===== src/rtl/usr_step_controller.sv =====
// Step sequencer for a 4-bit universal shift register.
// A prescaler produces one step strobe every TICK_DIV cycles. Each accepted start
// runs one fixed program: a parallel load, SHIFT_COUNT right shifts, then
// SHIFT_COUNT left shifts. The register may act only when o_step_en is high.
module usr_step_controller #(
  parameter int unsigned TICK_DIV    = 50_000_000,
  parameter int unsigned CNT_W       = 27,
  parameter int unsigned SHIFT_COUNT = 4
) (
  input  logic       i_clk,
  input  logic       i_rst,
  input  logic       i_start,
  input  logic       i_hold,
  input  logic [3:0] i_load_data,
  input  logic       i_ser_in,
  output logic [1:0] o_sel,
  output logic       o_step_en,
  output logic [3:0] o_par_data,
  output logic       o_ser,
  output logic       o_busy,
  output logic       o_done
);

  // Mode commands understood by the shift register.
  localparam logic [1:0] SelHold  = 2'b00;
  localparam logic [1:0] SelShr   = 2'b01;
  localparam logic [1:0] SelShl   = 2'b10;
  localparam logic [1:0] SelLoad  = 2'b11;

  localparam logic [CNT_W-1:0] CntMax   = CNT_W'(TICK_DIV - 1);
  localparam logic [3:0]       StepLast = 4'(SHIFT_COUNT - 1);

  typedef enum logic [2:0] {
    StIdle,
    StLoad,
    StShr,
    StShl,
    StDone
  } state_e;

  state_e           state_q, state_d;
  logic [CNT_W-1:0] cnt_q, cnt_d;
  logic [3:0]       step_cnt_q, step_cnt_d;
  logic [1:0]       sel_q, sel_d;
  logic             step_en_q, step_en_d;
  logic [3:0]       par_data_q, par_data_d;
  logic             ser_q, ser_d;
  logic             done_q, done_d;

  logic             running;
  logic             tick;

  // Prescaler runs only while a program is stepping; hold freezes it in place.
  assign running = (state_q == StLoad) || (state_q == StShr) || (state_q == StShl);
  assign tick    = running && (cnt_q == CntMax) && !i_hold;

  // Next-state, prescaler and registered-output logic.
  always_comb begin
    state_d    = state_q;
    cnt_d      = cnt_q;
    step_cnt_d = step_cnt_q;
    sel_d      = SelHold;
    step_en_d  = 1'b0;
    par_data_d = par_data_q;
    ser_d      = ser_q;
    done_d     = 1'b0;

    if (!running) begin
      cnt_d = '0;
    end else if (!i_hold) begin
      cnt_d = tick ? '0 : cnt_q + 1'b1;
    end

    unique case (state_q)
      StIdle: begin
        step_cnt_d = '0;
        if (i_start) begin
          par_data_d = i_load_data;
          ser_d      = i_ser_in;
          state_d    = StLoad;
        end
      end
      StLoad: begin
        if (tick) begin
          step_en_d = 1'b1;
          sel_d     = SelLoad;
          state_d   = StShr;
        end
      end
      StShr: begin
        if (tick) begin
          step_en_d = 1'b1;
          sel_d     = SelShr;
          if (step_cnt_q == StepLast) begin
            step_cnt_d = '0;
            state_d    = StShl;
          end else begin
            step_cnt_d = step_cnt_q + 1'b1;
          end
        end
      end
      StShl: begin
        if (tick) begin
          step_en_d = 1'b1;
          sel_d     = SelShl;
          if (step_cnt_q == StepLast) begin
            step_cnt_d = '0;
            state_d    = StDone;
          end else begin
            step_cnt_d = step_cnt_q + 1'b1;
          end
        end
      end
      StDone: begin
        done_d  = 1'b1;
        state_d = StIdle;
      end
      default: begin
        state_d = StIdle;
      end
    endcase
  end

  // State and output registers; synchronous reset wins over every other input.
  always_ff @(posedge i_clk) begin
    if (i_rst) begin
      state_q    <= StIdle;
      cnt_q      <= '0;
      step_cnt_q <= '0;
      sel_q      <= SelHold;
      step_en_q  <= 1'b0;
      par_data_q <= '0;
      ser_q      <= 1'b0;
      done_q     <= 1'b0;
    end else begin
      state_q    <= state_d;
      cnt_q      <= cnt_d;
      step_cnt_q <= step_cnt_d;
      sel_q      <= sel_d;
      step_en_q  <= step_en_d;
      par_data_q <= par_data_d;
      ser_q      <= ser_d;
      done_q     <= done_d;
    end
  end

  assign o_sel      = sel_q;
  assign o_step_en  = step_en_q;
  assign o_par_data = par_data_q;
  assign o_ser      = ser_q;
  assign o_busy     = (state_q != StIdle);
  assign o_done     = done_q;

endmodule


===== config.mk =====
export PLATFORM = sky130hd
export DESIGN_NAME = usr_step_controller
export DESIGN_NICKNAME = d
export VERILOG_FILES = /design/src/rtl/usr_step_controller.sv
export SDC_FILE = /design/constraint.sdc
export NUM_CORES = 1
export LEC_CHECK = 0
export CAP_MARGIN = 20
export CORE_AREA = 2 2 63 65
export DETAILED_ROUTE_END_ITERATION = 12
export DIE_AREA = 0 0 65 67
export GPL_ROUTABILITY_DRIVEN = 0
export GPL_TIMING_DRIVEN = 0
export PLACE_DENSITY = 0.76
export SLEW_MARGIN = 10
export SYNTH_ARGS = -nofsm -noshare
export SYNTH_HDL_FRONTEND = slang
export SYNTH_SLANG_ARGS = --single-unit
export TNS_END_PERCENT = 20

===== constraint.sdc =====
create_clock -name i_clk -period 2.6 [get_ports i_clk]
set_input_delay 0.39 -clock i_clk [delete_from_list [all_inputs] [get_ports i_clk]]
set_output_delay 0.39 -clock i_clk [all_outputs]
set_load 0.02 [all_outputs]

# ---- Yosys cells after proc, flatten, opt, wreduce, memory -nomap -nowiden
# Index checks and enable logic that the tools add are counted.
# W data, S select, Z words.
dict set report word_totals {
  register_bits 43
  output_inout_bits 10
}
dict set report op_classes {
  n_reduce_logical 15
  bitwise 2
  n_eq_ne 13
  add_sub_neg 2
  mux 17
}
# op count
set ops {}
lappend ops {{$add A27 B1 Y27 const B} 1}
lappend ops {{$eq A27 B26 Y1 const B} 1}
lappend ops {{$mux W27} 1}
lappend ops {{$mux W3} 6}
lappend ops {{$pmux W3 S4} 1}
lappend ops {{$mux W4} 2}
lappend ops {{$ne A2 B2 Y1 const B} 4}
lappend ops {{$pmux W4 S2} 1}
lappend ops {{$eq A3 B2 Y1 const B} 2}
lappend ops {{$ne A2 B1 Y1 const B} 3}
lappend ops {{$pmux W2 S3} 1}
lappend ops {{$reduce_and A6 Y1} 1}
lappend ops {{$reduce_or A2 Y1} 3}
lappend ops {{$add A4 B1 Y4 const B} 1}
lappend ops {{$eq A4 B2 Y1 const B} 1}
lappend ops {{$mux W2} 2}
lappend ops {{$reduce_and A2 Y1} 2}
lappend ops {{$eq A3 B1 Y1 const B} 1}
lappend ops {{$eq A3 B3 Y1 const B} 1}
lappend ops {{$logic_not A3 Y1} 1}
lappend ops {{$mux W1} 3}
lappend ops {{$reduce_bool A3 Y1} 1}
lappend ops {{$reduce_or A3 Y1} 1}
lappend ops {{$logic_and A1 B1 Y1} 2}
lappend ops {{other kinds (4)} 6}

# ---- Logic depth before layout (Yosys ltp)
dict set report depth {
  depth_word 7
  depth_mapped 9
  depth_no_buf 6
}

# ---- Worst setup path before layout
# Ideal clock, no wire load.
dict set report synth_path {
  kind {register to register}
  startpoint {register cnt_q[0]}
  endpoint {register cnt_q[10]}
  path_buffers 3
  setup_slack_ns 0.645
  arrival_time_ns 1.838
  stages_incl_launch_ff 10
  cell_sequence {dfxtp_1 > ha_1 > and3b_1 > nand2_2 > or4_1 > buf_2 > nand2b_1 > buf_2 > buf_2 > nor2_1}
}
dict set report synth_between {
  elab_chain_len 4
  elab_cells_between_ends 5
  cone_classes {1 x add/sub; 1 x eq/ne; 1 x mux; 2 x reduce/logical}
}
# element line
set synth_rtl {}
lappend synth_rtl {{start: declaration} 42} ;# logic [CNT_W-1:0] cnt_q, cnt_d;
lappend synth_rtl {{start signal: assignment} 137} ;# cnt_q <= cnt_d;
lappend synth_rtl {{parallel branches: the longest is 3 deep, another holds $add A27 B1 Y27} n/a}
lappend synth_rtl {{$mux W27 (*)} 71} ;# cnt_d = tick ? '0 : cnt_q + 1'b1;
# Every way passes the cells marked *.
# A chain may end at the register's enable or synchronous reset.

# ---- Worst setup path in the final report
dict set report layout_path {
  startpoint {input port i_hold}
  endpoint {register cnt_q[25]}
}
dict set report layout_between {
  elab_chain_len 3
}
# element line
set layout_rtl {}
lappend layout_rtl {{start: declaration} 13} ;# input logic i_hold,
lappend layout_rtl {{$logic_not A1 Y1} n/a}
lappend layout_rtl {{$logic_and A1 B1 Y1} 55} ;# assign tick = running && (cnt_q == CntMax) && !i_hold;
lappend layout_rtl {{$mux W27} 71}
# Several ways; a longest one is shown, not always the timed one.

==> summary.txt <==
Placement
  • DP HPWL: 2.61 mm
  • Port buffer count: 18
  • Worst slack, placed: -143 ps

Synth
  • Count leader, synth: dfxtp_1
  • Synth cell count leaders: dfxtp_1, nor2_1, nand2_1
  • Main synth FF type: dfxtp_1
  • EDFF count, synth: 0
  • Yosys cell types: 35
  • Synth Area per Inst: between 8 and 9 um2
  • Synth Instances: 230
  • Synth Cell Area: 1970 um2
  • Sequential-to-total area share from yosys stat: 0.438
  • Warnings from Yosys: 0
  • Top cell type's share of synthesized area: 0.438
  • Area leader, netlist: dfxtp_1
  • Synth area leaders: dfxtp_1, nor2_1, xnor2_1
  • Syn nets: 241
  • Synth Register Bits: 43
  • Fraction of registers with async set/reset: 0

STA
  • Final worst-path setup slack: around 160 ps
  • Worst Skew: 7.87 ps
  • Slew headroom: 0.528
  • Max Clock Freq: between 400 and 500 MHz
  • Worst Max-Slew Pin Slew: 701 ps
  • Fin crit share: 0.937
  • Final setup viols: 0
  • Min Tclk post-route: roughly 2400 ps
  • RSZ-0062 raised after global routing: false
  • Final Hold Fails: 0
  • Fin. max-slew vios: 0

Layout
  • Syn-to-layout area delta: 15.9%
  • Core occupancy in the finished layout: 0.632
  • Share of layout cells above drive strength 1: 0.0551
  • Fill count: around 330
  • Antenna cells: 0
  • Register area: ~860 um2
  • Final #Nets: 266
  • Area of the multi-input gates: about 1000 um2

CTS
  • CTS tree: done
  • H-Tree Depth: 2
  • Setup Fix Bufs, Post-CTS: 0
  • Post-CTS Resized: 0
  • CTS Hold Bufs: 0
  • Worst-path clk slew: 70 ps
  • CTS max path bufs: 2
  • Num Clock Sinks: 43
  • Root Driver: clkbuf_8
  • Skew-Pair Late Insertion Delay: 290 ps
  • CTS Buf Count: 5

Worst setup path
  • Data arrival time of the worst path: 2610 ps
  • Critical path endpoint category: flop
  • Worst Reg-to-Reg Cells: 9
  • Kind of critical path: in -> reg
  • CP Launch Type: input pin
  • Flop-to-flop setup slack: 310 ps
  • Critical path required time: about 2800 ps
  • CP Max Fanout: 10
  • Worst R2R End: cnt_q[25]
  • RR Startpoint: cnt_q[0]

Outcome
  • Status: finished, final reports clean

Power and ir drop
  • Final total power: 1.12 mW
  • VDD IR max: roughly 0.33 mV
  • Sw frac: 0.217
  • Power Dens Cells: 492 nW/um2
  • Internal power: 0.878 mW
  • Gate power share: 0.064
  • Flop pwr share: 0.596
  • Clock power frac: 0.340
  • Switching pwr: between 0.2 and 0.25 mW
  • Leak: 0.787 nW

Floorplanning
  • Effective utilization at floorplan: 0.545
  • Die H: 67 um
  • Boundary Pins: 19
  • Die ar.: around 4400 um2
  • Cell row count: 22
  • Chip width: ~65 um
  • Core area: 3610 um2

Global route
  • Vias in the first global route: about 1.5k
  • First-pass GRT wire length: 6.44 mm
  • Remaining global-route overflow: 0
  • Largest net degree at the start of global routing: 12
  • Initial antenna violation count: 0
  • Total GRT Usage: 0.188

Drt
  • Via-to-Cell Ratio: 5.23
  • Starting DRT DRC Count: between 60 and 70
  • Total number of vias: about 1.6k
  • 1st-pass router iterations: 4
  • Avg WL per Cell: between 10 and 15 um
  • Final wirelength: around 3.6 mm
  • # DRC: 0
  • Detail Route Antenna Nets: 0

Hold path
  • Hold worst-path end: step_cnt_q[1]
  • Hold_sp: step_cnt_q[1]
  • Worst hold stages: 2
  • Hold WC Path Type: reg -> reg

Run
  • Number of max-cap violations: 0
-- cell families after synthesis --
| family | after synthesis | share of synthesized area |
|---|---|---|
| buffers and inverters | 14 | 0.0293 |
| multiplexers | 7 | 0.0356 |
| AO/OA/AOI/OAI | 17 | 0.0503 |
| AND/OR/NAND/NOR | 121 | 0.318 |
| XOR/XNOR | 26 | 0.116 |
| flip-flops | 43 | 0.438 |
| adder cells (fa/ha/maj) | 2 | 0.0127 |
-- power by group through the flow --
stage          Clock [mW]  Sequential, mW  Combinational [mW]
3_5_place_dp            0           0.684              0.0718
5_1_grt             0.427           0.669              0.0797
2_1_floorplan           0           0.689              0.0338
3_3_place_gp            0           0.684              0.0715
6_report            0.382           0.669              0.0714
4_1_cts             0.394           0.668              0.0722
-- worst max-delay path by stage --
stage | from | endpoint | slack, ps | cells after the start
after floorplan | cnt_q[0] | cnt_q[10] | 640 | 9
after global placement | i_hold | cnt_q[22] | -110 | 9
after detailed placement | i_hold | cnt_q[25] | -140 | 9
after CTS | i_hold | cnt_q[25] | 160 | 9
after global routing | i_hold | cnt_q[17] | 20 | 9
final | i_hold | cnt_q[25] | 160 | 9
-- flip-flops by register name (all words and copies together) (netlist names) --
name        flops
cnt_q          27
o_par_data      4
step_cnt_q      4
state_q         3
o_sel           2
o_done          1
o_ser           1
o_step_en       1
-- worst max-delay path, stage by stage --
cell and delay, ps:
clkdlybuf4s50_1 510, and3b_1 360, nand2_2 130, or4_1 490, buf_2 180, nand2b_1 70
buf_2 160, buf_2 250, nor2_1 80
-- metal layers --
layer  global-route usage  routed length [um]
met2                0.307                1660
met5                    0                   0
met1                0.233                1760
met4               0.0798                  53
met3               0.0541                 134
-- through the flow --
step / setup TNS, ps / cells / hold WS [ps] / area [um2]
CTS: 0 / 302 / 489 / 2280
global placement: -1970 / 296 / 469 / 2210
floorplan: 0 / 230 / 451 / 1970
detailed placement: -2500 / 296 / 479 / 2210
global route: 0 / 302 / 509 / 2280
finish: 0 / 302 / 482 / 2280
-- cell usage in the layout (no fill, tap or decap), drive strengths merged --
| cell | instances |
|---|---|
| nor4 | 5 |
| dfxtp | 43 |
| inv | 4 |
| clkbuf | 12 |
| and3b | 1 |
| or4 | 1 |
| a31o | 1 |
| and4bb | 2 |
| and2 | 2 |
| and4b | 1 |
| nor2 | 42 |
| nand4 | 5 |
| nand2b | 1 |
| or2 | 1 |
| nor3b | 2 |
| nand3 | 12 |
| nor3 | 6 |
| nand3b | 2 |
| nand2 | 21 |
| nor2b | 4 |
| or3b | 1 |
| a21oi | 5 |
| xor2 | 11 |
| buf | 4 |
| and4 | 5 |
| ha | 2 |
| clkdlybuf4s50 | 18 |
| a21o | 1 |
| o211ai | 3 |
| mux2i | 7 |
| and3 | 7 |
| xnor2 | 15 |
| o21ai | 7 |
-- final cells by class --
cell class / count / share of cell area
clock buffer: 6 / 0.0319
multi-input combinational: 173 / 0.460
tap: 48 / 0.0264
sequential: 43 / 0.378
timing repair buffer: 18 / 0.0791
inverter: 4 / 0.00659
buffer: 10 / 0.0187
Note: power is estimated with default switching activity, not from simulation.
==> edit 1, RTL diff (same settings) <==
The output `o_step_en` loses its register stage (`step_en_q` becomes a continuous assignment).
--- a/src/rtl/usr_step_controller.sv
+++ b/src/rtl/usr_step_controller.sv
@@ -128,7 +128,6 @@
       cnt_q      <= '0;
       step_cnt_q <= '0;
       sel_q      <= SelHold;
-      step_en_q  <= 1'b0;
       par_data_q <= '0;
       ser_q      <= 1'b0;
       done_q     <= 1'b0;
@@ -137,12 +136,13 @@
       cnt_q      <= cnt_d;
       step_cnt_q <= step_cnt_d;
       sel_q      <= sel_d;
-      step_en_q  <= step_en_d;
       par_data_q <= par_data_d;
       ser_q      <= ser_d;
       done_q     <= done_d;
     end
   end
+
+  assign step_en_q = step_en_d;
 
   assign o_sel      = sel_q;
   assign o_step_en  = step_en_q;
Formal check against the unedited RTL: same outputs for any inputs over 10 cycles, from zero or initial values and one cycle with i_rst high; that may be too few to reach the edited logic, so the function may still have changed.
==> edit 1 against the original RTL <==
  * Area after synthesis is 2.5% lower
  * Global-route usage is 0.17 points lower
  * Final area is 0.88% lower
  * Wire length is 2.1% higher
  * Critical endpoint is now o_step_en
  * Sequential cell count is 1 lower
  * Worst setup slack worse by 0.030 ns
  * Total power is 1.7% higher
  * Largest power group unchanged
  * Core utilization is 0.56 points lower
==> edit 1: results <==
set metrics [dict create \
    clkLatencyLatePin_ns 0.29 \
    ys_warn_count 0 \
    result_of_the_run "completed" \
    cts.reportedPaths.clkPinSlew_ns 0.08 \
    hold_path.class "input pin to flip-flop" \
    worst_clock_skew_ns 0.00642 \
    cts_bufs_inserted 5 \
    synth-seq-area-share_pct 43.9 \
    timing.critical_path.arrival_ns 2.08 \
    worst_pin_slew_ns 0.807 \
    largest_net_degree_at_the_start_of_global_routing 13 \
    hp-start "i_rst" \
    number_of_detailed_route_iterations_in_the_first_pass 4 \
    place_worst_setup_slack_ns -0.704 \
    port_buffers 17 \
    max_ffs_per_register 27 \
    dr_total_vias 1592 \
    placement.cell_area_sq_um 2150 \
    cts-root-buf "sky130_fd_sc_hd__clkbuf_8" \
    grt_antenna_before_repair 0 \
    timing.critical_path.slowest_stage_cell "sky130_fd_sc_hd__or4_4" \
    htreeDepth 2 \
    clock_tree.buffer_depth 2 \
    synth_ff_type "sky130_fd_sc_hd__dfxtp_1" \
    slowest_delay_ns 0.55 \
    first_global_vias 1408 \
    fin_nets 259 \
    worst_path_dominant_cell_family "simple AND/OR/NAND/NOR gates" \
    postSynth.asyncResetShare_pct 0 \
    drt-initial-drc-count 77 \
    vdd_drop_max_mv 0.329 \
    post_synth_main_area_contributors "sky130_fd_sc_hd__dfxtp_1 44%, sky130_fd_sc_hd__xnor2_1 7.8%, sky130_fd_sc_hd__nor2_1 7.6%" \
    totalWireLength_um 3680 \
    timing_startpoint_of_the_critical_path "cnt_q[1]$_SDFFE_PP0N_" \
    synth_commonest_cells "42 x sky130_fd_sc_hd__dfxtp_1, 39 x sky130_fd_sc_hd__nor2_1, 17 x sky130_fd_sc_hd__xnor2_1" \
    detailedPlacementHpwl_um 2620 \
    layout-drive-gt1-share_pct 8.84 \
    grt_util_overall_pct 18.7 \
    synth_nets 233 \
    crit_path_max_fanout 8 \
    timing.final.setup_violations 0 \
    p_leak_nw 0.780 \
    synthDistinctLibCells 37 \
    antenna_cells 0 \
    grt_pass1_wl_um 6310 \
    largest_register "cnt_q" \
]
==> edit 1: stage by stage <==
| stage | instances | util (%) |
|---|---|---|
| 2_1_floorplan | 222 | - |
| 3_3_place_gp | 287 | 59.5 |
| 3_5_place_dp | 287 | 59.5 |
| 4_1_cts | 296 | 62.3 |
| 5_1_grt | 297 | 62.6 |
| 6_report | 297 | 62.6 |
==> edit 1: report_power, final <==
part           internal (W)  switching, W  leakage [nW]  total (W)
logic             0.0000321     0.0000345         0.392  0.0000666
registers          0.000649    0.00000329         0.340   0.000653
clock network      0.000214      0.000207        0.0482   0.000421
total              0.000895      0.000245         0.780    0.00114
==> edit 1: worst paths after layout <==
check	cells past startpoint	end	slack, ns
worst min-delay path	2	step_cnt_q[0]$_SDFFE_PP0P_	0.47
worst min register to register	2	cnt_q[1]$_SDFFE_PP0N_	0.49
worst max register to register	6	step_cnt_q[2]$_SDFFE_PP0P_	0.43
worst max-delay path	6	o_step_en	0.13
==> edit 1: cells by family (layout without fill, tap and decap cells) <==
| group | after synthesis | in the layout | share of synthesized area, % |
|---|---|---|---|
| compound gates | 13 | 13 | 4.44 |
| xor+xnor | 26 | 26 | 11.9 |
| fa+ha+maj | 2 | 2 | 1.31 |
| buf+inv | 18 | 45 | 4.05 |
| flops | 42 | 42 | 43.9 |
| mux | 7 | 7 | 3.66 |
| simple gates | 114 | 114 | 30.8 |
==> edit 1: what timing repair did <==
action | 4_1_cts | 5_1_grt
gates resized for setup | 9 | 2
cloned | 0 | 0
endpoints found under the setup margin | 1 | 1
setup buffers | 1 | 0
==> edit 1: worst register-to-register path: stages (launching register included) <==
cell	delay, ns
sky130_fd_sc_hd__dfxtp_1	0.36
sky130_fd_sc_hd__ha_1	0.19
sky130_fd_sc_hd__and4b_2	0.27
sky130_fd_sc_hd__nand2_2	0.12
sky130_fd_sc_hd__nor4_1	0.70
sky130_fd_sc_hd__and3_1	0.30
sky130_fd_sc_hd__a41o_1	0.18
==> edit 1: final cells by class <==
type | count | area (sq um)
fill | 313 | 1350
multi-input combinational | 162 | 1010
sequential | 42 | 842
timing repair buffer | 19 | 176
clock buffer | 7 | 86.3
tap | 48 | 60.1
buffer | 10 | 47.5
inverter | 8 | 30.0
clock inverter | 1 | 5.00
==> edit 1: per-layer routing <==
metal  part of all wire [%]  wire (um)  track usage, %
met1                     49       1800            24.7
met2                     47       1730            29.8
met3                    2.7        101            4.05
met4                    1.2         46            6.91
met5                      0          0               0
==> edit 2, RTL diff (config.mk and constraints unchanged) <==
Made on the original files. Set the parameter `TICK_DIV` to 37_500_000 (it was 50_000_000).
--- a/src/rtl/usr_step_controller.sv
+++ b/src/rtl/usr_step_controller.sv
@@ -3,7 +3,7 @@
 // runs one fixed program: a parallel load, SHIFT_COUNT right shifts, then
 // SHIFT_COUNT left shifts. The register may act only when o_step_en is high.
 module usr_step_controller #(
-  parameter int unsigned TICK_DIV    = 50_000_000,
+  parameter int unsigned TICK_DIV    = 37_500_000,
   parameter int unsigned CNT_W       = 27,
   parameter int unsigned SHIFT_COUNT = 4
 ) (
Behaviour: same outputs for any inputs over 10 cycles, from zero or initial values and one cycle with i_rst high; that may be too few to reach the edited logic, so the function may still have changed.
==> edit 2 against the original RTL <==
  * Die area unchanged
  * Critical path type is now flip-flop to primary output
  * Sequential share of layout area is 3.5 points lower
  * Worst setup slack gained 0.15 ns
  * Sequential cell count unchanged
  * First-iteration DRC count increased by 51%
  * Highest routed layer unchanged
  * Combinational power up 5.3%
  * Total power is 7.1% higher
  * Wire length up 27%
  * Hold slack gained 0.0038 ns
  * Area after synthesis grew 10%
  * Final area is 10% higher
==> edit 2: results <==
set metrics [dict create \
    result_of_the_run "completed" \
    worst_clock_skew_ns 0.00681 \
    detail_route.wirelength.met1_um 2290 \
    switchingPower_w 0.000258 \
    worst_pin_slew_ns 0.486 \
    port_buffers 18 \
    antenna_cells 0 \
    fill_cells 295 \
    timing.critical_path.arrival_ns 1.90 \
    worstReg2RegEnd "cnt_q[4]$_SDFFE_PP0N_" \
    detailedPlacementHpwl_um 3330 \
    vdd_drop_max_mv 0.418 \
    met3_grt_util_pct 5.74 \
    route.detailed.wl_per_inst_um 14.4 \
    p_leak_nw 0.803 \
    postSynth.asyncResetShare_pct 0 \
    hold_path.class "flip-flop to flip-flop" \
    drt-initial-drc-count 101 \
    drv.max_cap_violation_count 0 \
    grtUsageMet1_pct 32.1 \
    timing.reg2reg.worst_path_depth 6 \
    synth_commonest_cells "43 x sky130_fd_sc_hd__dfxtp_1, 17 x sky130_fd_sc_hd__nor3_1, 12 x sky130_fd_sc_hd__nand2_1, 12 x sky130_fd_sc_hd__nor2_1, 11 x sky130_fd_sc_hd__a211oi_1" \
    post_synth_main_area_contributors "sky130_fd_sc_hd__dfxtp_1 40%, sky130_fd_sc_hd__nor3_1 3.9%, sky130_fd_sc_hd__a211oi_1 3.8%" \
    slowest_delay_ns 0.55 \
    hp-start "cnt_q[26]$_SDFFE_PP0N_" \
    synth-seq-area-share_pct 39.7 \
    grt_pass1_wl_um 7810 \
    fin_cells 318 \
    maxUsedRoutingLayer "met4" \
    grt_util_overall_pct 23.3 \
    first_global_vias 1706 \
    synth_nets 255 \
    timing.hold.worst_endpoint "cnt_q[26]$_SDFFE_PP0N_" \
    ff_latch_area_sq_um 861 \
    syn-instance-count 244 \
    clock_tree.buffer_depth 2 \
    layout-drive-gt1-share_pct 10.0 \
    timing_startpoint_of_the_critical_path "state_q[0]$_SDFFE_PP0P_" \
    placement.cell_area_sq_um 2410 \
    globalRouteMet2Util_pct 35.7 \
    ff_to_ff_setup_slack_ns 0.46 \
    fin_worst_hold_slack_ns 0.486 \
    vias_per_cell 5.92 \
    place_worst_setup_slack_ns -0.0763 \
    largest_net_degree_at_the_start_of_global_routing 13 \
    wl_met2_um 2030 \
    route.met3.wl_um 188 \
    place.detailed.instances 310 \
    fin_nets 280 \
    synthDistinctLibCells 49 \
]
## edit 2: changes by cell type after synthesis, sizes merged, moves of 9 or more
cell	change
nor2	-30
o31ai	+9
nor3	+11
or4	+9
a211oi	+12
nand2	-9
xnor2	-11
## edit 2: logic make-up (layout without fill, tap and decap cells)
logic type      count (synthesis)  in the layout  share of synthesized area [%]
fa+ha+maj                       2              2                           1.15
simple gates                  112            112                           31.2
buf+inv                        25             51                           5.60
compound gates                 42             42                           13.7
flops                          43             43                           39.7
mux                             8              8                           3.70
xor+xnor                       12             12                           4.85
## edit 2: final cells by class
cell class              count  share of cell area, %
plain buffers              19                   3.99
flip-flops and latches     43                   34.3
clock buffers               8                   3.99
inverters                   6                  0.898
repair buffers             18                   7.18
well taps                  48                   2.39
multi-input cells         176                   47.2
## edit 2: critical path, delay by kind of cell, from the launching register on
| kind | cells | cell delay, ns |
|---|---|---|
| buf+inv | 3 | 0.84 |
| flops | 1 | 0.30 |
| simple gates | 1 | 0.47 |
## edit 2: worst max path at each step
stage,endpoint,slack (ns),depth (start not counted)
3_5_place_dp,cnt_q[24]$_SDFFE_PP0N_,-0.08,7
5_1_grt,cnt_q[6]$_SDFFE_PP0N_,0.09,7
3_3_place_gp,cnt_q[2]$_SDFFE_PP0N_,-0.05,7
2_1_floorplan,cnt_q[22]$_SDFFE_PP0N_,0.80,7
6_report,o_busy,0.31,4
4_1_cts,cnt_q[2]$_SDFFE_PP0N_,0.24,7
## edit 2: power groups by stage
stage / Combinational [W] / Sequential [W] / Clock [W]
floorplan: 0.0000355 / 0.000689 / 0
global placement: 0.0000744 / 0.000683 / 0
detailed placement: 0.0000752 / 0.000683 / 0
CTS: 0.0000755 / 0.000668 / 0.000473
global route: 0.0000820 / 0.000668 / 0.000496
finish: 0.0000752 / 0.000668 / 0.000458
